## src/rtl/pea_firing_scheduler.sv

```systemverilog
// Firing scheduler for the PEA actor: gates invoke on FIFO tokens/space for the current mode.
// Latency: enable seen in CHECK -> invoke next cycle; FC -> new mode next cycle, next invoke 2 cycles later.
// Backpressure: stalls in CHECK until pops/free space satisfy the mode; a watchdog halts on missing FC.
module pea_firing_scheduler #(
    parameter int WORD_SIZE      = 16,
    parameter int BUFFER_SIZE    = 1024,
    parameter int TIMEOUT_CYCLES = 256
) (
    input  logic                           clk,
    input  logic                           rst,
    input  logic                           run,
    input  logic [$clog2(BUFFER_SIZE)-1:0] command_pop,
    input  logic [$clog2(BUFFER_SIZE)-1:0] data_pop,
    input  logic [$clog2(BUFFER_SIZE)-1:0] result_free_space,
    input  logic [$clog2(BUFFER_SIZE)-1:0] status_free_space,
    input  logic [4:0]                     tokens_needed,
    input  logic                           FC,
    input  logic [1:0]                     next_mode_in,
    output logic                           invoke,
    output logic [1:0]                     mode,
    output logic                           busy,
    output logic                           timeout_err,
    output logic [WORD_SIZE-1:0]           firing_count
);

    localparam int PW  = $clog2(BUFFER_SIZE);
    localparam int WDW = (TIMEOUT_CYCLES > 1) ? $clog2(TIMEOUT_CYCLES) : 1;
    localparam logic [WDW-1:0] WD_LOAD = WDW'(TIMEOUT_CYCLES - 1);

    localparam logic [2:0] S_IDLE   = 3'd0;
    localparam logic [2:0] S_CHECK  = 3'd1;
    localparam logic [2:0] S_INVOKE = 3'd2;
    localparam logic [2:0] S_WAIT   = 3'd3;
    localparam logic [2:0] S_HALT   = 3'd4;

    localparam logic [1:0] M_COMMAND = 2'b00;
    localparam logic [1:0] M_LOAD    = 2'b01;
    localparam logic [1:0] M_EVAL    = 2'b10;
    localparam logic [1:0] M_OUTPUT  = 2'b11;

    logic [2:0]           state_q, state_d;
    logic [1:0]           mode_q, mode_d;
    logic [WORD_SIZE-1:0] firing_count_q, firing_count_d;
    logic [WDW-1:0]       wd_q, wd_d;
    logic                 timeout_err_q, timeout_err_d;

    logic [PW-1:0]        n_tok;
    logic                 fire_ok;

    // A firing always consumes or produces at least one token, so 0 is treated as 1.
    always_comb begin
        n_tok = PW'(1);
        if (tokens_needed != 5'd0) begin
            n_tok = PW'(tokens_needed);
        end
    end

    always_comb begin
        fire_ok = 1'b0;
        case (mode_q)
            M_COMMAND: fire_ok = (command_pop >= PW'(1));
            M_LOAD:    fire_ok = (data_pop >= n_tok);
            M_EVAL:    fire_ok = (data_pop >= n_tok) && (result_free_space >= n_tok);
            M_OUTPUT:  fire_ok = (result_free_space >= PW'(1)) && (status_free_space >= PW'(1));
            default:   fire_ok = 1'b0;
        endcase
    end

    always_comb begin
        state_d        = state_q;
        mode_d         = mode_q;
        firing_count_d = firing_count_q;
        wd_d           = wd_q;
        timeout_err_d  = timeout_err_q;
        case (state_q)
            S_IDLE: begin
                if (run) begin
                    state_d = S_CHECK;
                end
            end
            S_CHECK: begin
                if (!run) begin
                    state_d = S_IDLE;
                end else if (fire_ok) begin
                    state_d = S_INVOKE;
                end
            end
            S_INVOKE: begin
                wd_d    = WD_LOAD;
                state_d = S_WAIT;
            end
            S_WAIT: begin
                // FC takes priority over an expiring watchdog in the same cycle.
                if (FC) begin
                    mode_d         = next_mode_in;
                    firing_count_d = firing_count_q + WORD_SIZE'(1);
                    state_d        = run ? S_CHECK : S_IDLE;
                end else if (wd_q == '0) begin
                    timeout_err_d = 1'b1;
                    state_d       = S_HALT;
                end else begin
                    wd_d = wd_q - WDW'(1);
                end
            end
            S_HALT: begin
                state_d = S_HALT;
            end
            default: begin
                state_d = S_IDLE;
            end
        endcase
    end

    always_ff @(posedge clk or negedge rst) begin
        if (!rst) begin
            state_q        <= S_IDLE;
            mode_q         <= M_COMMAND;
            firing_count_q <= '0;
            wd_q           <= '0;
            timeout_err_q  <= 1'b0;
        end else begin
            state_q        <= state_d;
            mode_q         <= mode_d;
            firing_count_q <= firing_count_d;
            wd_q           <= wd_d;
            timeout_err_q  <= timeout_err_d;
        end
    end

    assign invoke       = (state_q == S_INVOKE);
    assign busy         = (state_q == S_INVOKE) || (state_q == S_WAIT);
    assign mode         = mode_q;
    assign timeout_err  = timeout_err_q;
    assign firing_count = firing_count_q;

endmodule

```

## config.mk

```make
export PLATFORM = sky130hd
export DESIGN_NAME = pea_firing_scheduler
export DESIGN_NICKNAME = d
export VERILOG_FILES = /design/src/rtl/pea_firing_scheduler.sv
export SDC_FILE = /design/constraint.sdc
export NUM_CORES = 1
export LEC_CHECK = 0
export ABC_CLOCK_PERIOD_IN_PS = 2300
export BUFFER_PORTS_ARGS = -buffer_cell sky130_fd_sc_hd__buf_4
export CAP_MARGIN = 30
export CORE_MARGIN = 1.5
export CORE_UTILIZATION = 38
export CTS_CLUSTER_DIAMETER = 100
export DETAILED_ROUTE_END_ITERATION = 16
export PLACE_DENSITY = 0.66
export SKIP_LAST_GASP = 1
export SLEW_MARGIN = 20
export SYNTH_ARGS = -nofsm -noshare
export SYNTH_HDL_FRONTEND = slang
export SYNTH_SLANG_ARGS = --single-unit
```

## constraint.sdc

```tcl
create_clock -name clk -period 2.3 [get_ports clk]
set_clock_uncertainty 0.1 [all_clocks]
set_input_delay 0.115 -clock clk [delete_from_list [all_inputs] [get_ports clk]]
set_output_delay 0.115 -clock clk [all_outputs]
set_load 0.02 [all_outputs]
```

==> results of run 1 <==
[report_power, final]
part / leakage [nW] / internal, W / switching [W]
clock network: 0.0482 / 0.000241 / 0.000189
registers: 0.361 / 0.000620 / 0.000126
logic: 0.782 / 0.000323 / 0.000345
[sequential cells by signal, summed over array words and instances (netlist names)]
| register | count |
|---|---|
| firing_count | 16 |
| mode | 2 |
| state_q | 3 |
| timeout_err | 1 |
| wd_q | 8 |
[worst max-delay path: cells and delay by family, from the launching register on]
kind / cells / cell delay [ns]
adders and majority gates: 1 / 0.18
AOI/OAI and AO/OA: 1 / 0.09
buffers and inverters: 1 / 0.08
and+or+nand+nor: 4 / 0.95
xor gates and xnor gates: 1 / 0.13
DFF: 1 / 0.39
[per-layer routing]
layer | up-vias | wire [um] | GRT usage
met3 | 7 | 231 | 0.0442
met2 | 33 | 1780 | 0.268
met5 | - | 0 | 0
met4 | 0 | 55 | 0.0566
met1 | 714 | 1790 | 0.208
li1 | 797 | - | -
[cell usage in the layout, fill, tap and decap left out, drive strengths merged]
cell,instances
buf,71
dfrtp,30
nand2,27
xnor2,17
inv,14
nor2,14
ha,13
nand3,9
clkbuf,7
nor4,6
xor2,5
or4,5
nor3,4
o21ai,4
nand2b,3
a41o,3
a21oi,3
nand4,3
dlygate4sd3,3
nor2b,2
a31oi,2
and3,2
and2b,1
or3b,1
nor3b,1
o21a,1
and2,1
a32oi,1
a211oi,1
a221oi,1
or3,1
a21o,1
nand4b,1
a311oi,1
o22ai,1
nor4b,1
clkinv,1
[synthesized netlist by cell type, types with 4 or more instances]
| cell type | count | area share |
|---|---|---|
| nor2_1 | 13 | 0.028 |
| or4_1 | 4 | 0.017 |
| nand2_1 | 27 | 0.058 |
| ha_1 | 13 | 0.094 |
| inv_1 | 14 | 0.030 |
| nor4_1 | 6 | 0.022 |
| dfrtp_1 | 30 | 0.43 |
| xnor2_1 | 17 | 0.086 |
| nand3_1 | 8 | 0.023 |
| xor2_1 | 5 | 0.025 |
| nor3_1 | 4 | 0.012 |
[worst max-delay path by stage]
stage,start,end,cells after the start
global placement,tokens_needed[4],state_q[1]$_DFFE_PN0P_,9
global route,state_q[2]$_DFFE_PN0P_,wd_q[7]$_DFFE_PN0P_,6
finish,wd_q[0]$_DFFE_PN0P_,wd_q[7]$_DFFE_PN0P_,8
CTS,wd_q[0]$_DFFE_PN0P_,wd_q[7]$_DFFE_PN0P_,8
floorplan,state_q[2]$_DFFE_PN0P_,firing_count[13]$_DFFE_PN0P_,6
detailed placement,tokens_needed[4],state_q[1]$_DFFE_PN0P_,9
[stage by stage]
stage | std cells | util | cell area, sq um | power [W] | setup slack (ns)
2_1_floorplan | 182 | - | 1740 | 0.00115 | 0.336
5_1_grt | 314 | 0.558 | 2450 | 0.00197 | 0.0106
3_5_place_dp | 303 | 0.530 | 2320 | 0.00143 | 0.232
6_report | 314 | 0.558 | 2450 | 0.00184 | 0.265
4_1_cts | 314 | 0.558 | 2450 | 0.00187 | 0.254
3_3_place_gp | 303 | 0.530 | 2320 | 0.00141 | 0.302
[cells by family after synthesis]
family / Yosys count / share of synthesized area
AND/OR/NAND/NOR: 82 / 0.251
flip-flops: 30 / 0.433
XOR/XNOR: 22 / 0.111
AO/OA/AOI/OAI: 19 / 0.0764
buffers and inverters: 16 / 0.0353
adder cells (fa/ha/maj): 13 / 0.0937
[final cells by class]
type                    instances  area (sq um)  share of cell area
multi-input cells             136           923               0.377
flip-flops and latches         30           751               0.307
repair buffers                 74           563               0.230
clock buffers                   7          86.3              0.0353
well taps                      52          65.1              0.0266
inverters                      14          52.6              0.0215
clock inverters                 1          5.00             0.00205
==> impl_metrics.yaml, run 1 <==
status:
  status: "finished clean"
timing:
  tightestPinTransition_ns: 0.547
  period_minus_slack_ns: 2.04
  max_freq_ghz: 0.491
  rsz0062_at_grt: "no"
  tns_ns: 0
  hold-worst-slack_ns: 0.0172
  hold_viol: 0
  setup_violations: 0
  post-route-period-util: 0.885
  maxSlewViolCount: 0
  max-slew-margin-rel: 0.632
synth:
  synth_edf_count: 0
  ys_seq_area_frac: 0.433
  syn_area_sq_um: 1740
  synth_nets: 246
  ys_async_sr_fraction: 1.00
  ys_ff_latch: 30
  yosysWarnings: 0
  synth_flop_cell: "dfrtp_1"
  syn_avg_cell_area_sq_um: 9.54
  yosysUniqueCellTypes: 39
  syn_inst: 182
place:
  io_buffers: 71
  gp_congestion: 0.784
  place_hpwl_um: 3020
route:
  finalWirelength_um: 3860
  viasPerCell: 4.94
  via_count: 1551
  drtPass1Iterations: 4
  wl_per_cell_um: 12.3
  drt_iter0_drc: 41
  ant_nets: 0
  drc_errors: 0
global_route:
  grt_pass1_vias: 1533
  grt_usage: 0.163
  grt_max_degree: 31
  overflow: 0
  grt_pass1_wl_um: 6580
  antenna_found_initial: 0
critical_path:
  cp_slowest_cell: "nor4_1"
  r2r_slack_ns: 0.26
  crit_required_ns: 2.35
  cp-start-kind: "flip-flop"
  r2r-end: "wd_q[7]$_DFFE_PN0P_"
  cp.arrival_ns: 2.09
  r2r_start: "wd_q[0]$_DFFE_PN0P_"
  worst-path-max-fanout: 4
  path_cells: "inv_1 -> ha_1 -> or3b_2 -> o21ai_1 -> nor4_1 -> nor2b_1 -> xnor2_1 -> nand2_1"
  critical-path-max-stage-delay_ns: 0.45
  end_kind: "flip-flop"
  path_class: "flip-flop to flip-flop"
  r2r_cells: 8
clocking:
  cts_tree: "done"
  cts_resized: 0
  htreeDepth: 2
  numCtsBuffers: 5
  postCtsHoldBufs: 3
  cts.sinks: 30
  cts.clk_slew.worst_paths_ns: 0.06
  root_buffer: "clkbuf_8"
  clockBufferDepth: 2
  cts_setup_buffers: 0
  clock_latency_ns: 0.28
run:
  drv_cap: 0
die:
  dieHeight_um: 70.6
  rows: 24
  initial_core_util: 0.396
  io_pins: 72
  die_x_um: 70.6
  core_sq_um: 4380
  dieArea_sq_um: 4980
cells_and_area:
  layout-drive-gt1-share: 0.317
  fillers: 422
  antennaDiodeCount: 0
  areaGrowthSynthToFinish_pct: 41.0
  nets: 325
min_path:
  holdPathEnd: "state_q[1]$_DFFE_PN0P_"
  hp-start: "run"
  min_path_cells: 2
  hold_path.class: "input pin to flip-flop"
power:
  power_density_nw_per_um2: 754
  p_leak_nw: 1.19
  irDropWorstVdd_uv: 319
Power figures use the tool's default switching activity.
==> run 2, diff against run 1 <==
--- a/config.mk
+++ b/config.mk
@@ -5,14 +5,14 @@
 export SDC_FILE = /design/constraint.sdc
 export NUM_CORES = 1
 export LEC_CHECK = 0
+export ABC_AREA = 1
 export ABC_CLOCK_PERIOD_IN_PS = 2300
 export BUFFER_PORTS_ARGS = -buffer_cell sky130_fd_sc_hd__buf_4
 export CAP_MARGIN = 30
-export CORE_MARGIN = 1.5
+export CORE_MARGIN = 3
 export CORE_UTILIZATION = 38
 export CTS_CLUSTER_DIAMETER = 100
 export DETAILED_ROUTE_END_ITERATION = 16
-export PLACE_DENSITY = 0.66
 export SKIP_LAST_GASP = 1
 export SLEW_MARGIN = 20
 export SYNTH_ARGS = -nofsm -noshare
==> run 2 against run 1 <==
  * Non-clock buffer count stayed put
  * Total power is 0.42% higher
  * Design area is 12% higher
  * Fmax is 11% higher
  * Critical endpoint is now firing_count[15]$_DFFE_PN0P_
  * Hold slack better by 0.066 ns
  * Routed wire length is 18% higher
  * Cell count is 31% higher
  * Count of clock-buffer cells in the layout is 1 lower
  * Core utilization is 0.18 points lower
  * Combinational power is 2% higher
  * Critical path depth is 3 higher
  * Largest power group unchanged
  * Highest routed layer unchanged
==> impl_metrics.yaml, run 2 <==
die:
  initial_core_util: 0.410
  io_pins: 72
  dieArea_sq_um: 6210
  core_sq_um: 4910
  rows: 25
  die_x_um: 78.8
  dieHeight_um: 78.8
critical_path:
  critical_path.top_delay_family: "simple AND/OR/NAND/NOR gates"
  r2r_slack_ns: 0.46
  r2r_cells: 11
  cp_slowest_cell: "dfrtp_1"
  cp.arrival_ns: 1.91
  r2r-end: "firing_count[15]$_DFFE_PN0P_"
  r2r_start: "state_q[0]$_DFFE_PN0P_"
  path_class: "flip-flop to flip-flop"
  path_cells: "nand2_2 -> nor2_4 -> nand2_4 -> nor3_4 -> nand3_2 -> nor2_4 -> nand2_2 -> clkinv_2 -> nand2_1 -> nand2_1 -> nand2_1"
  end_kind: "flip-flop"
  critical-path-max-stage-delay_ns: 0.52
  cp-startpoint: "state_q[0]$_DFFE_PN0P_"
  cp-start-kind: "flip-flop"
  path_buf_inv: 1
  crit_required_ns: 2.37
  worst-path-max-fanout: 8
  endpoint: "firing_count[15]$_DFFE_PN0P_"
  path_common_cell: "nand2_1"
  cp.depth: 11
route:
  finalWirelength_um: 4540
  wl_per_cell_um: 11.0
  via_count: 1870
  drt_iter0_drc: 88
  drc_errors: 0
  viasPerCell: 4.54
  ant_nets: 0
  drtPass1Iterations: 6
synth:
  yosysWarnings: 0
  yosysTopAreaCell: "dfrtp_1"
  synth_commonest_cells: "nand2_1 (57), nor2_1 (43), inv_1 (41)"
  yosysUniqueCellTypes: 26
  netlist.area_leader.share: 0.373
  ys_seq_area_frac: 0.373
  ys_ff_latch: 30
  synthTopCellsByArea: "dfrtp_1 (37%), nand2_1 (11%), ha_1 (8.1%), nor2_1 (8.0%), inv_1 (7.6%)"
  synth_nets: 330
  yosysMostFrequentCell: "nand2_1"
  syn_inst: 266
  synth_edf_count: 0
  syn_area_sq_um: 2010
  synth_flop_cell: "dfrtp_1"
  ys_async_sr_fraction: 1.00
  syn_avg_cell_area_sq_um: 7.57
cells_and_area:
  seq_area_sq_um: 751
  areaGrowthSynthToFinish_pct: 35.7
  layout-drive-gt1-share: 0.267
  nets: 410
  fillers: 478
  multiInputGateArea_sq_um: 1080
  final_util: 0.556
  mostFrequentLayoutCell: "buf_4"
  antennaDiodeCount: 0
  mostFrequentLayoutCells: "buf_4 (71), nand2_1 (57), nor2_1 (43), inv_1 (41), dfrtp_1 (30)"
  largest_register_ffs: 16
timing:
  tightestPinTransition_ns: 0.376
  hold_viol: 0
  rsz0062_at_grt: "no"
  period_minus_slack_ns: 1.84
  setup_violations: 0
  tns_ns: 0
  max-slew-margin-rel: 0.750
  max_freq_ghz: 0.543
  post-route-period-util: 0.801
  maxSlewViolCount: 0
global_route:
  grt_pass1_wl_um: 7750
  overflow: 0
  grt_usage: 0.159
  grt_pass1_vias: 1806
  antenna_found_initial: 0
  grt_max_degree: 31
power:
  power_density_nw_per_um2: 678
  irDropWorstVdd_uv: 362
  p_leak_nw: 1.46
clocking:
  cts_tree: "done"
  postCtsHoldBufs: 3
  numCtsBuffers: 5
  clockBufferDepth: 2
  cts.clk_slew.worst_paths_ns: 0.06
  clock_latency_ns: 0.28
  htreeDepth: 2
  cts_resized: 0
  cts_setup_buffers: 0
  cts.sinks: 30
  root_buffer: "clkbuf_8"
min_path:
  hold_path.class: "input pin to flip-flop"
status:
  status: "finished clean"
run:
  drv_cap: 0
place:
  place_hpwl_um: 3730
  gp_congestion: 0.814
  io_buffers: 71
[run 2: worst min-delay path by stage]
| stage | startpoint | end | cells after the start |
|---|---|---|---|
| 5_1_grt | FC | timeout_err$_DFFE_PN0P_ | 4 |
| 3_5_place_dp | rst | wd_q[2]$_DFFE_PN0P_ | 1 |
| 6_report | FC | timeout_err$_DFFE_PN0P_ | 4 |
| 2_1_floorplan | rst | firing_count[0]$_DFFE_PN0P_ | 0 |
| 4_1_cts | FC | timeout_err$_DFFE_PN0P_ | 4 |
| 3_3_place_gp | rst | wd_q[2]$_DFFE_PN0P_ | 1 |
[run 2: metal layers]
metal | GRT usage | routed length, um | up-vias
met3 | 0.0420 | 198 | 4
li1 | - | - | 994
met1 | 0.199 | 2070 | 829
met5 | 0 | 0 | -
met4 | 0.0577 | 39 | 0
met2 | 0.262 | 2230 | 43
[run 2: final cells by class]
| type | count | share of cell area |
|---|---|---|
| Inverter | 43 | 0.0614 |
| Multi-Input combinational cell | 192 | 0.397 |
| Timing Repair Buffer | 74 | 0.206 |
| Tap cell | 67 | 0.0307 |
| Clock buffer | 6 | 0.0302 |
| Sequential cell | 30 | 0.275 |
[run 2: kinds of logic after synthesis]
logic type | Yosys count | synth area share
and+or+nand+nor | 142 | 0.331
AOI/OAI and AO/OA | 22 | 0.0615
adders and majority gates | 13 | 0.0808
buffers and inverters | 44 | 0.0889
xor gates and xnor gates | 15 | 0.0653
DFF | 30 | 0.373
[run 2: per-stage QoR]
stage                     setup slack, ns  hold slack [ns]  instance area [sq um]  power, W  instances
final                               0.459           0.0828                   2730   0.00185        412
after global routing                0.278            0.102                   2730   0.00201        412
after CTS                           0.441           0.0805                   2730   0.00188        412
after detailed placement            0.458          -0.0332                   2620   0.00145        403
after global placement              0.476          -0.0306                   2620   0.00144        403
after floorplan                     0.588           -0.281                   2010   0.00119        266
[run 2: worst min-delay path: stages]
cell	delay, ns
buf_4	0.11
inv_1	0.06
nand2_1	0.06
o21bai_1	0.07
[run 2: power by group]
| part | switching (W) | internal [W] |
|---|---|---|
| clock network | 0.000189 | 0.000230 |
| registers | 0.000120 | 0.000629 |
| logic | 0.000389 | 0.000295 |
| total | 0.000697 | 0.00115 |
